**src/rtl/if_stage_fq.sv**
```systemverilog
// Instruction-fetch stage with an in-order fetch queue, multiple requests in flight and redirect flush.
// Define FQ_PERF_EN to add saturating 32-bit performance counters.
module if_stage_fq #(
    parameter int              PC_W     = 64,
    parameter int              INST_W   = 32,
    parameter int              PC_STEP  = 1,
    parameter logic [PC_W-1:0] RESET_PC = '0,
    parameter int              FQ_DEPTH = 4
) (
    input  logic                   clk,
    input  logic                   reset,
    input  logic                   ds_allowin,
    input  logic [PC_W:0]          br_bus,
    output logic                   fs_to_ds_valid,
    output logic [INST_W+PC_W-1:0] fs_to_ds_bus,
    output logic                   inst_req_valid,
    input  logic                   inst_req_ready,
    output logic [PC_W-1:0]        inst_req_addr,
    input  logic                   inst_resp_valid,
    input  logic [INST_W-1:0]      inst_resp_data
`ifdef FQ_PERF_EN
    ,
    output logic [31:0]            perf_fetch_cnt,
    output logic [31:0]            perf_flush_cnt,
    output logic [31:0]            perf_drop_cnt,
    output logic [31:0]            perf_stall_cnt
`endif
);

    localparam int PTR_W = $clog2(FQ_DEPTH);
    localparam int CNT_W = $clog2(FQ_DEPTH + 1);
    // Stale requests left over from a flush can coexist with a full queue of new ones,
    // so the in-flight counters get headroom beyond FQ_DEPTH.
    localparam int OUT_W = CNT_W + 2;
    localparam logic [CNT_W-1:0] FULL = CNT_W'(FQ_DEPTH);

    logic              br_taken;
    logic [PC_W-1:0]   br_target;
    logic [PC_W-1:0]   fetch_pc;
    logic [PTR_W-1:0]  head;
    logic [PTR_W-1:0]  tail;
    logic [PTR_W-1:0]  fill_ptr;
    logic [CNT_W-1:0]  count;
    logic [OUT_W-1:0]  outstanding;
    logic [OUT_W-1:0]  discard;
    logic [FQ_DEPTH-1:0] slot_filled;
    logic [PC_W-1:0]   slot_pc   [FQ_DEPTH];
    logic [INST_W-1:0] slot_inst [FQ_DEPTH];
    logic push;
    logic pop;
    logic resp_hit;
    logic drop;
    logic fill;

    assign br_taken  = br_bus[PC_W];
    assign br_target = br_bus[PC_W-1:0];

    // Request credit depends only on registered count, never on ds_allowin.
    always_comb begin
        inst_req_valid = !reset && !br_taken && (count < FULL);
        inst_req_addr  = reset ? RESET_PC : fetch_pc;
        fs_to_ds_valid = !reset && (count != '0) && slot_filled[head];
        fs_to_ds_bus   = {slot_inst[head], slot_pc[head]};
        push           = inst_req_valid && inst_req_ready;
        pop            = fs_to_ds_valid && ds_allowin && !br_taken;
        resp_hit       = !reset && inst_resp_valid && (outstanding != '0);
        drop           = resp_hit && (br_taken || (discard != '0));
        fill           = resp_hit && !drop;
    end

    always_ff @(posedge clk) begin
        if (reset) begin
            fetch_pc    <= RESET_PC;
            head        <= '0;
            tail        <= '0;
            fill_ptr    <= '0;
            count       <= '0;
            outstanding <= '0;
            discard     <= '0;
            slot_filled <= '0;
        end else begin
            outstanding <= outstanding + OUT_W'(push) - OUT_W'(resp_hit);
            if (br_taken) begin
                fetch_pc <= br_target;
                head     <= '0;
                tail     <= '0;
                fill_ptr <= '0;
                count    <= '0;
                discard  <= outstanding - OUT_W'(resp_hit);
            end else begin
                if (push) begin
                    slot_filled[tail] <= 1'b0;
                    tail              <= tail + PTR_W'(1);
                    fetch_pc          <= fetch_pc + PC_W'(PC_STEP);
                end
                if (fill) begin
                    slot_filled[fill_ptr] <= 1'b1;
                    fill_ptr              <= fill_ptr + PTR_W'(1);
                end
                if (drop) begin
                    discard <= discard - OUT_W'(1);
                end
                if (pop) begin
                    head <= head + PTR_W'(1);
                end
                count <= count + CNT_W'(push) - CNT_W'(pop);
            end
        end
    end

    always_ff @(posedge clk) begin
        if (push) begin
            slot_pc[tail] <= fetch_pc;
        end
        if (fill) begin
            slot_inst[fill_ptr] <= inst_resp_data;
        end
    end

`ifdef FQ_PERF_EN
    always_ff @(posedge clk) begin
        if (reset) begin
            perf_fetch_cnt <= '0;
            perf_flush_cnt <= '0;
            perf_drop_cnt  <= '0;
            perf_stall_cnt <= '0;
        end else begin
            if (push && (perf_fetch_cnt != '1)) begin
                perf_fetch_cnt <= perf_fetch_cnt + 32'd1;
            end
            if (br_taken && (perf_flush_cnt != '1)) begin
                perf_flush_cnt <= perf_flush_cnt + 32'd1;
            end
            if (drop && (perf_drop_cnt != '1)) begin
                perf_drop_cnt <= perf_drop_cnt + 32'd1;
            end
            if ((count == FULL) && !fs_to_ds_valid && (perf_stall_cnt != '1)) begin
                perf_stall_cnt <= perf_stall_cnt + 32'd1;
            end
        end
    end
`endif

endmodule

```
**config.mk**
```make
export PLATFORM = sky130hd
export DESIGN_NAME = if_stage_fq
export DESIGN_NICKNAME = d
export VERILOG_FILES = /design/src/rtl/if_stage_fq.sv
export SDC_FILE = /design/constraint.sdc
export NUM_CORES = 1
export LEC_CHECK = 0
export ABC_CLOCK_PERIOD_IN_PS = 4860
export CAP_MARGIN = 20
export CORE_MARGIN = 8
export CORE_UTILIZATION = 55
export DETAILED_ROUTE_END_ITERATION = 8
export PLACE_DENSITY_LB_ADDON = 0.3
export SYNTH_ARGS = -nofsm -noshare
export SYNTH_HDL_FRONTEND = slang
export SYNTH_SLANG_ARGS = --single-unit
```
**constraint.sdc**
```tcl
create_clock -name clk -period 4.86 [get_ports clk]
set_clock_uncertainty 0.05 [all_clocks]
set_input_delay 0.729 -clock clk [delete_from_list [all_inputs] [get_ports clk]]
set_output_delay 0.729 -clock clk [all_outputs]
set_load 0.1 [all_outputs]
```
### Word-level counts from Yosys, hierarchy flattened

Memory sizes are Yosys's and may differ from the RTL's. A register that Yosys moved wholly into a read port is not among the register bits.
Cells that the tools add are included.

* flip-flop bits (word level): 87
* bits in writable memories: 384
* input port bits: 102
* output and inout port bits: 162
* logic and storage cells: 75
* memories kept: 2

* add/subtract/negate cells: 10
* magnitude comparators: 6
* multiplexer cells: 23
* bitwise operators: 3
* reduce and logical (&&, ||, !) cells: 23

Memories
* slot_pc: words 4, width 64, rd ports 1, clocked after memory_dff 1, write ports 1, line 47 `logic [PC_W-1:0] slot_pc [FQ_DEPTH];`
* slot_inst: words 4, width 32, rd ports 1, clocked after memory_dff 1, write ports 1, line 48 `logic [INST_W-1:0] slot_inst [FQ_DEPTH];`

Operators by type and width (number)
* $mux W64: 3
* $add A64 B1 Y64 const B: 1
* $mux W4: 4
* $logic_and A1 B1 Y1: 13
* $mux W5: 2
* $reduce_bool A5 Y1: 2
* $sub A5 B1 Y5: 2
* $lt A2 B3 Y1 const B: 3
* $mux W2: 4
* $mux W1: 7
* $add A2 B1 Y2 const B: 3
* $add A5 B1 Y5: 1
* $sub A5 B1 Y5 const B: 1
* $and A4 B4 Y4: 1
* $demux W1 S2: 2
* $ge A2 B1 Y1 const B: 2
* $not A4 Y4: 1
* $or A4 B4 Y4: 1
* $reduce_bool A2 Y1: 2
* $add A3 B1 Y3: 1
* $logic_not A1 Y1: 3
* $lt A3 B3 Y1 const B: 1
* $reduce_bool A3 Y1: 1
* $sub A3 B1 Y3: 1
* 3 further kinds: 3

### Depth between registers and ports, before layout

Gate-level depths: netlist of run 1.

* word-level depth: 11
* mapped depth: 14
* gate-level depth less buffers: 14

### Worst setup path before layout of run 1

OpenSTA, ideal clock, no wires.

* path type: in2out
* from: in reset
* to: out fs_to_ds_valid
* arrival time: 3509 ps
* required time: 4081 ps
* path slack: 572 ps
* cell stages on the path: 4
* buffers on the path: 3
* cells stage by stage: clkbuf_1 -> clkbuf_1 -> buf_1 -> nor3b_1

* longest elaborated chain between the ends: 3

RTL lines
* from (decl): line 11 `input logic reset,`
* $logic_not A1 Y1: line 62 `fs_to_ds_valid = !reset && (count != '0) && slot_filled[head];`
* $logic_and A1 B1 Y1 (2 in a row): line 62
* to (decl): line 14 `output logic fs_to_ds_valid,`

Every way passes these cells.

==> results of run 1 <==
-- final timing paths --
check	start	to	slack [ps]	cells after the start
min	slot_filled[2]$_SDFFE_PP0N_	slot_filled[2]$_SDFFE_PP0N_	440	1
max reg2reg	fetch_pc[0]$_SDFFE_PP0P_	fetch_pc[54]$_SDFFE_PP0P_	1380	6
min reg2reg	slot_filled[2]$_SDFFE_PP0N_	slot_filled[2]$_SDFFE_PP0N_	440	1
max	flop	fs_to_ds_bus[78]	830	3
-- through the flow --
step                power, mW  hold slack, ps  utilization  cells
floorplan                5.40             406            -   1290
global placement         5.72             416        0.648   1969
detailed placement       5.74             422        0.648   1969
CTS                      9.33             436        0.691   2055
global route             9.56             460        0.691   2055
finish                   9.28             440        0.692   2056
-- layer usage --
layer  vias up  routed length, um  track usage
li1       5628                  -            -
met1      6403              20200        0.319
met2       737              24000        0.375
met3       100               5140       0.0524
met4         0               1390       0.0687
met5         -                  0            0
-- flip-flops by register name (all words and copies together) (netlist names), named ones only --
register	cells
count	3
discard	5
fill_ptr	2
slot_inst	128
tail	2
slot_filled	4
fetch_pc	64
head	2
slot_pc	256
outstanding	5
-- final cells by class --
| type | count | area (um2) |
|---|---|---|
| diodes | 1 | 2.50 |
| clock buffers | 63 | 1340 |
| clock inverters | 23 | 218 |
| fillers | 2360 | 10900 |
| inverters | 28 | 105 |
| multi-input cells | 719 | 6090 |
| flip-flops and latches | 473 | 13300 |
| well taps | 461 | 577 |
| repair buffers | 288 | 2890 |
-- cell usage in the layout (no fill, tap or decap), drive strengths merged, types with 37 or more instances in the layout --
| cell type | synthesis | layout |
|---|---|---|
| mux4 | 97 | 97 |
| dfxtp | 89 | 89 |
| nand4 | 37 | 37 |
| edfxtp | 384 | 384 |
| nand3 | 39 | 39 |
| clkbuf | 50 | 63 |
| nand2 | 69 | 69 |
| nor2 | 85 | 85 |
| nor2b | 62 | 62 |
| clkdlybuf4s50 | 0 | 256 |
-- kinds of logic after synthesis --
group / share of synthesized area
XOR/XNOR: 0.0146
AO/OA/AOI/OAI: 0.0450
flip-flops: 0.673
AND/OR/NAND/NOR: 0.115
adder cells (fa/ha/maj): 0.0153
multiplexers: 0.118
buffers and inverters: 0.0190
-- power breakdown --
group          leakage (nW)  internal [mW]  switching (mW)
combinational          2.92          0.352           0.693
clock                 0.758           2.14            1.46
sequential             4.19           4.49           0.143
==> impl_metrics.yaml, run 1 <==
synth:
  syn-cell-area_um2: 19800
  netlist_instances: 1290
  ys.flop_type: "edfxtp_1"
  synth_top_area_cell: "edfxtp_1"
  avgSynthCellArea_um2: 15.3
  synth_area_leaders: "edfxtp_1 58%, mux4_2 11%, dfxtp_1 9.0%, nor2b_1 2.0%, nor2_1 1.6%"
  synth_seq_cells: 473
  synth-edff-count: 384
  synth_nets: 1415
  async_flop_share: 0
  ys_warn_count: 0
  yosysSeqAreaShare: 0.673
  yosysTopAreaCellShare: 0.583
  ys_types: 59
  yosysMostFrequentCell: "edfxtp_1"
  netlist_top_cells_count: "384 x edfxtp_1, 97 x mux4_2, 89 x dfxtp_1"
clock_network:
  clk_pin_slew_ps: 60
  numCtsBuffers: 47
  cts_root_buf: "clkbuf_16"
  numClockSinks: 473
  cts_setup_buffers: 0
  clk_latency_ps: 550
  cts_tree: "done"
  hold_buffers: 0
  htree_levels: 2
  cts.path.max_buffers: 3
  cts_resized: 0
detailed_routing:
  wirelength_um: 50700
  vias: 12900
  drc: 0
  firstDrtPassIters: 8
  routed_via_density: 6.26
  wl_per_cell_um: 24.7
  drt_iter0_drc: 1153
  ant_nets: 0
worst_setup_path:
  critPathRequiredTime_ps: 4080
  cp.buffers_inverters: 2
  cpPeakStageDelay_ps: 990
  path_class: "reg2out"
  worst_ep_arrival_time_ps: 3250
  path_max_fanout: 24
  worst_path_dominant_cell_family: "buffers and inverters"
  cp_slowest_cell: "clkdlybuf4s50_1"
  crit_chain: "buf_4, mux4_2, clkdlybuf4s50_1"
  worstSetupEndpointType: "primary output"
  start_kind: "flop"
sta:
  rsz0062_at_grt: "no"
  worst_pin_slew_ps: 1080
  relSlewSlack: 0.279
  period_minus_slack_ps: 4030
  fin_ws_ps: 828
  setup_viol: 0
  slew_violations: 0
  hold_viol: 0
  fin_setup_tns_ps: 0
  clock.fmax_ghz: 0.248
  timing.final.crit_share: 0.830
finish:
  syn_to_final_growth_pct: 24.1
  layout.nets: 1682
  drive_gt1_frac: 0.138
  fin_area_um2: 24500
power_and_ir_drop:
  powerDensity_nw_per_um2: 378
  peakVddDrop_v: 0.000311
  p_leak_nw: 7.86
global_routing:
  grt_use_total: 0.234
  grt_pass1_wl_um: 75900
  antenna_found_initial: 0
  grt-ovfl-total: 0
  grt_pass1_vias: 12800
  grt_max_degree: 90
place:
  pre_cts_ws_ps: 1120
  dpl_cell_area_um2: 23000
  hpwl_um: 33200
  gp_congestion: 0.873
  io_buffers: 263
floorplanning:
  rows: 69
  die_height_um: 206
  floorplan.initialDensity: 0.557
  die_area_um2: 42300
  die_x_um: 206
  core_area_um2: 35500
  io_pins: 264
run:
  drv_cap: 0
run_status:
  outcome: "completed"
hold_path:
  holdCritPathClass: "reg2reg"
Power figures use the tool's default switching activity.
==> run 2: changes to the inputs <==
- ABC_CLOCK_PERIOD_IN_PS: 4860 -> 3700
- CORE_UTILIZATION: 55 -> 50
- clock period: 4.86 -> 3.7 ns (I/O delays scaled with it)
==> run 2 against run 1 <==
- flip-flop and latch count unchanged
- non-clock buffer count increased by 24
- register-to-register slack got worse by 730 ps
- global-route usage decreased by 1.8 points
==> impl_metrics.yaml, run 2 (synthesis results as in run 1) <==
clock_network:
  cts_root_buf: "clkbuf_16"
  htree_levels: 2
  cts_tree: "done"
  clk_pin_slew_ps: 60
  hold_buffers: 0
  numCtsBuffers: 48
  cts_resized: 0
  cts.path.max_buffers: 3
  clk_latency_ps: 570
  cts_setup_buffers: 0
  numClockSinks: 473
worst_setup_path:
  cp_common_cell: "buf_4"
  path_class: "reg2out"
  critPathRequiredTime_ps: 3090
  start_kind: "flop"
  cpPeakStageDelay_ps: 740
  crit_chain: "buf_4, mux4_2, buf_4"
  worstSetupEndpointType: "primary output"
  worst_ep_arrival_time_ps: 2530
  cp_slowest_cell: "dfxtp_4"
  path_max_fanout: 26
sta:
  setup_viol: 0
  timing.final.crit_share: 0.847
  relSlewSlack: 0.411
  fin_setup_tns_ps: 0
  period_minus_slack_ps: 3140
  worst_pin_slew_ps: 871
  clock.fmax_ghz: 0.319
  hold_viol: 0
  rsz0062_at_grt: "no"
  slew_violations: 0
finish:
  largest_reg_flops: 256
  syn_to_final_growth_pct: 24.3
  top_regs: "slot_pc (256), slot_inst (128), fetch_pc (64)"
  drive_gt1_frac: 0.252
  regMostFlops: "slot_pc"
  layout_commonest_cell: "edfxtp_1"
  final_cell_mix: "384 x edfxtp_1, 204 x buf_4, 99 x clkdlybuf4s50_1"
  n_fill_cell: 2888
  layout.nets: 1707
detailed_routing:
  routed_via_density: 5.93
  drt_iter0_drc: 1192
  vias: 12700
  drc: 0
  wirelength_um: 50900
  ant_nets: 0
  firstDrtPassIters: 5
  wl_per_cell_um: 23.7
floorplanning:
  die_area_um2: 46200
  floorplan.initialDensity: 0.502
  rows: 73
  die_x_um: 215
  core_area_um2: 39400
  die_height_um: 215
  io_pins: 264
hold_path:
  holdCritPathClass: "reg2reg"
run:
  drv_cap: 0
global_routing:
  antenna_found_initial: 3
  grt_use_total: 0.217
  grt_pass1_vias: 12700
  grt_max_degree: 88
  grt-ovfl-total: 0
  grt_pass1_wl_um: 77900
power_and_ir_drop:
  p_leak_nw: 8.26
  peakVddDrop_v: 0.000391
  powerDensity_nw_per_um2: 515
  total_power_mw: 12.7
run_status:
  outcome: "completed"
place:
  hpwl_um: 34100
  io_buffers: 263
  gp_congestion: 0.875
## run 2: cell types whose count changed in the layout (fill, tap and decap cells not counted), sizes merged
cell,before,now
buf,32,213
bufinv,4,10
clkinvlp,3,4
clkbuf,63,59
clkinv,15,14
clkdlybuf4s50,256,99
## run 2: final cells by class
class	count	area [um2]	area share
timing repair buffer	312	2690	0.109
sequential	473	13300	0.542
inverter	28	105	0.00427
clock buffer	59	1320	0.0535
antenna	1	2.50	0.000102
multi-input combinational	719	6100	0.248
tap	525	657	0.0267
clock inverter	29	403	0.0164
## run 2: worst max-delay path, delay by kind of cell (launching register included)
kind | cells | cell delay, ps
flip-flops | 1 | 740
multiplexers | 1 | 560
buffers and inverters | 2 | 650
## run 2: power breakdown
group	internal, mW	switching, mW	total (mW)	leakage, nW
Clock	3.22	1.99	5.22	0.834
Combinational	0.447	0.931	1.38	3.24
Sequential	5.89	0.169	6.06	4.19
Total	9.56	3.10	12.7	8.26
## run 2: through the flow
step / hold slack, ps / util / area (um2) / cells / worst slack, ps
after global placement: 415 / 0.581 / 22900 / 2057 / 450
after detailed placement: 422 / 0.581 / 22900 / 2057 / 353
after CTS: 438 / 0.624 / 24600 / 2145 / 457
after global routing: 465 / 0.625 / 24600 / 2146 / 402
final: 434 / 0.625 / 24600 / 2146 / 564
after floorplan: 406 / - / 19800 / 1290 / 193
## run 2: final timing paths
check                                                  from                           to  slack, ps  cells after the start
worst min-delay path            slot_filled[2]$_SDFFE_PP0N_  slot_filled[2]$_SDFFE_PP0N_        430                      1
worst max-delay path                                   flop             fs_to_ds_bus[85]        560                      3
worst max register to register     fetch_pc[0]$_SDFFE_PP0P_    fetch_pc[54]$_SDFFE_PP0P_        650                      6
worst min register to register  slot_filled[2]$_SDFFE_PP0N_  slot_filled[2]$_SDFFE_PP0N_        430                      1
## run 2: per-layer routing
| metal | GRT usage | wire, um | vias up |
|---|---|---|---|
| li1 | - | - | 5673 |
| met1 | 0.298 | 21300 | 6341 |
| met2 | 0.333 | 23400 | 623 |
| met3 | 0.0607 | 4960 | 78 |
| met4 | 0.0663 | 1250 | 4 |
| met5 | 0 | 23 | - |
==> run 3: changes to the inputs <==
- ABC_CLOCK_PERIOD_IN_PS: 3700 -> 2700
- clock period: 3.7 -> 2.7 ns (I/O delays scaled with it)
==> run 3 against run 2 <==
- combinational power up 68%
- routed wire length grew 4.6%
- core utilization rose by 5.9 points
- via count grew 2.9%
- die area is the same
- largest power group unchanged
- critical path type is now reg2reg
- final cell count is 3.2% higher
- sequential power rose by 36%
- non-clock buffer count up 69
- first-iteration DRC count down 12%
- clock power increased by 25%
==> impl_metrics.yaml, run 3 (synthesis results as in run 1) <==
clock_network:
  numCtsBuffers: 48
  clk_pin_slew_ps: 60
  numClockSinks: 473
  cts_tree: "done"
  clk_latency_ps: 580
  cts_root_buf: "clkbuf_16"
  htree_levels: 2
  hold_buffers: 0
  cts.path.max_buffers: 3
sta:
  period_minus_slack_ps: 2640
  clock.fmax_ghz: 0.379
  rsz0062_at_grt: "no"
  fin_hold_ws_ps: 357
  worst_pin_slew_ps: 846
  fin_ws_ps: 59.3
  relSlewSlack: 0.436
  slew_violations: 0
  fin_setup_tns_ps: 0
  hold_viol: 0
  setup_viol: 0
  timing.final.crit_share: 0.978
floorplanning:
  die_x_um: 215
  die_height_um: 215
  rows: 73
  io_pins: 264
  core_area_um2: 39400
  die_area_um2: 46200
  floorplan.initialDensity: 0.502
power_and_ir_drop:
  powerDensity_nw_per_um2: 634
  p_leak_nw: 9.14
  peakVddDrop_v: 0.000475
  total_power_mw: 17.1
worst_setup_path:
  path_class: "reg2reg"
  worstSetupEndpointType: "flop"
  critPathRequiredTime_ps: 3160
  start_kind: "flop"
  worst_ep_arrival_time_ps: 3100
  path_max_fanout: 11
global_routing:
  grt-ovfl-total: 0
  grt_pass1_wl_um: 80700
  grt_pass1_vias: 13400
  grt_use_total: 0.225
  antenna_found_initial: 2
  grt_max_degree: 74
detailed_routing:
  drc: 0
  wl_per_cell_um: 24.0
  routed_via_density: 5.91
  firstDrtPassIters: 5
  vias: 13100
  ant_nets: 0
  wirelength_um: 53200
  drt_iter0_drc: 1053
finish:
  n_fill_cell: 2549
  syn_to_final_growth_pct: 36.2
  final_cell_mix: "384 x edfxtp_1, 162 x buf_12, 118 x buf_4"
  fin_util: 0.684
  layout.nets: 1776
  stdcell_count: 2215
  top_regs: "slot_pc (256), slot_inst (128), fetch_pc (64)"
  regMostFlops: "slot_pc"
  layout_commonest_cell: "edfxtp_1"
  largest_reg_flops: 256
  insertedDiodeCount: 0
  drive_gt1_frac: 0.283
  fin_area_um2: 26900
place:
  dpl_cell_area_um2: 25300
  io_buffers: 263
  hpwl_um: 35200
  pre_cts_ws_ps: -93.4
  dp_cells: 2124
  gp_congestion: 0.917
hold_path:
  holdCritPathClass: "in2reg"
run_status:
  outcome: "completed"
run:
  drv_cap: 0
## run 3: where the power goes
| part | total, mW | internal [mW] | switching (mW) |
|---|---|---|---|
| Clock | 6.54 | 3.83 | 2.70 |
| Combinational | 2.32 | 0.899 | 1.43 |
| Sequential | 8.22 | 8.08 | 0.145 |
| Total | 17.1 | 12.8 | 4.27 |
## run 3: repair_timing
item,4_1_cts,5_1_grt
setup buffers,0,2
endpoints found under the setup margin,0,23
gates resized for setup,0,6
## run 3: critical path, stage by stage, from the launching register on
cell     delay [ps]
dfxtp_1         590
nand2_1         210
nor4_1          660
nand4_1         270
buf_4           230
or4_1           460
nand3_1          90
## run 3: layout make-up
class,instances,area [um2],share of cell area
sequential,473,13300,0.495
multi-input combinational,719,6130,0.228
timing repair buffer,381,5150,0.191
clock buffer,61,1280,0.0476
tap,525,657,0.0244
clock inverter,28,265,0.00985
inverter,28,120,0.00446
## run 3: path summary, 6_finish.rpt
| path | to | slack (ps) | from | cells past startpoint |
|---|---|---|---|---|
| setup / recovery | fetch_pc[63]$_SDFFE_PP0P_ | 60 | fetch_pc[41]$_SDFFE_PP0P_ | 6 |
| hold / removal | fetch_pc[28]$_SDFFE_PP0P_ | 360 | br_bus[28] | 3 |
| setup reg to reg | fetch_pc[63]$_SDFFE_PP0P_ | 60 | fetch_pc[41]$_SDFFE_PP0P_ | 6 |
| hold reg to reg | slot_filled[0]$_SDFFE_PP0N_ | 440 | slot_filled[0]$_SDFFE_PP0N_ | 1 |
## run 3: layer usage
metal  up-vias  share of wire  GRT usage
met3        98          0.090     0.0632
met2       591           0.48      0.358
met4         4          0.028     0.0695
met5         -        0.00043          0
met1      6583           0.41      0.300
li1       5816              -          -
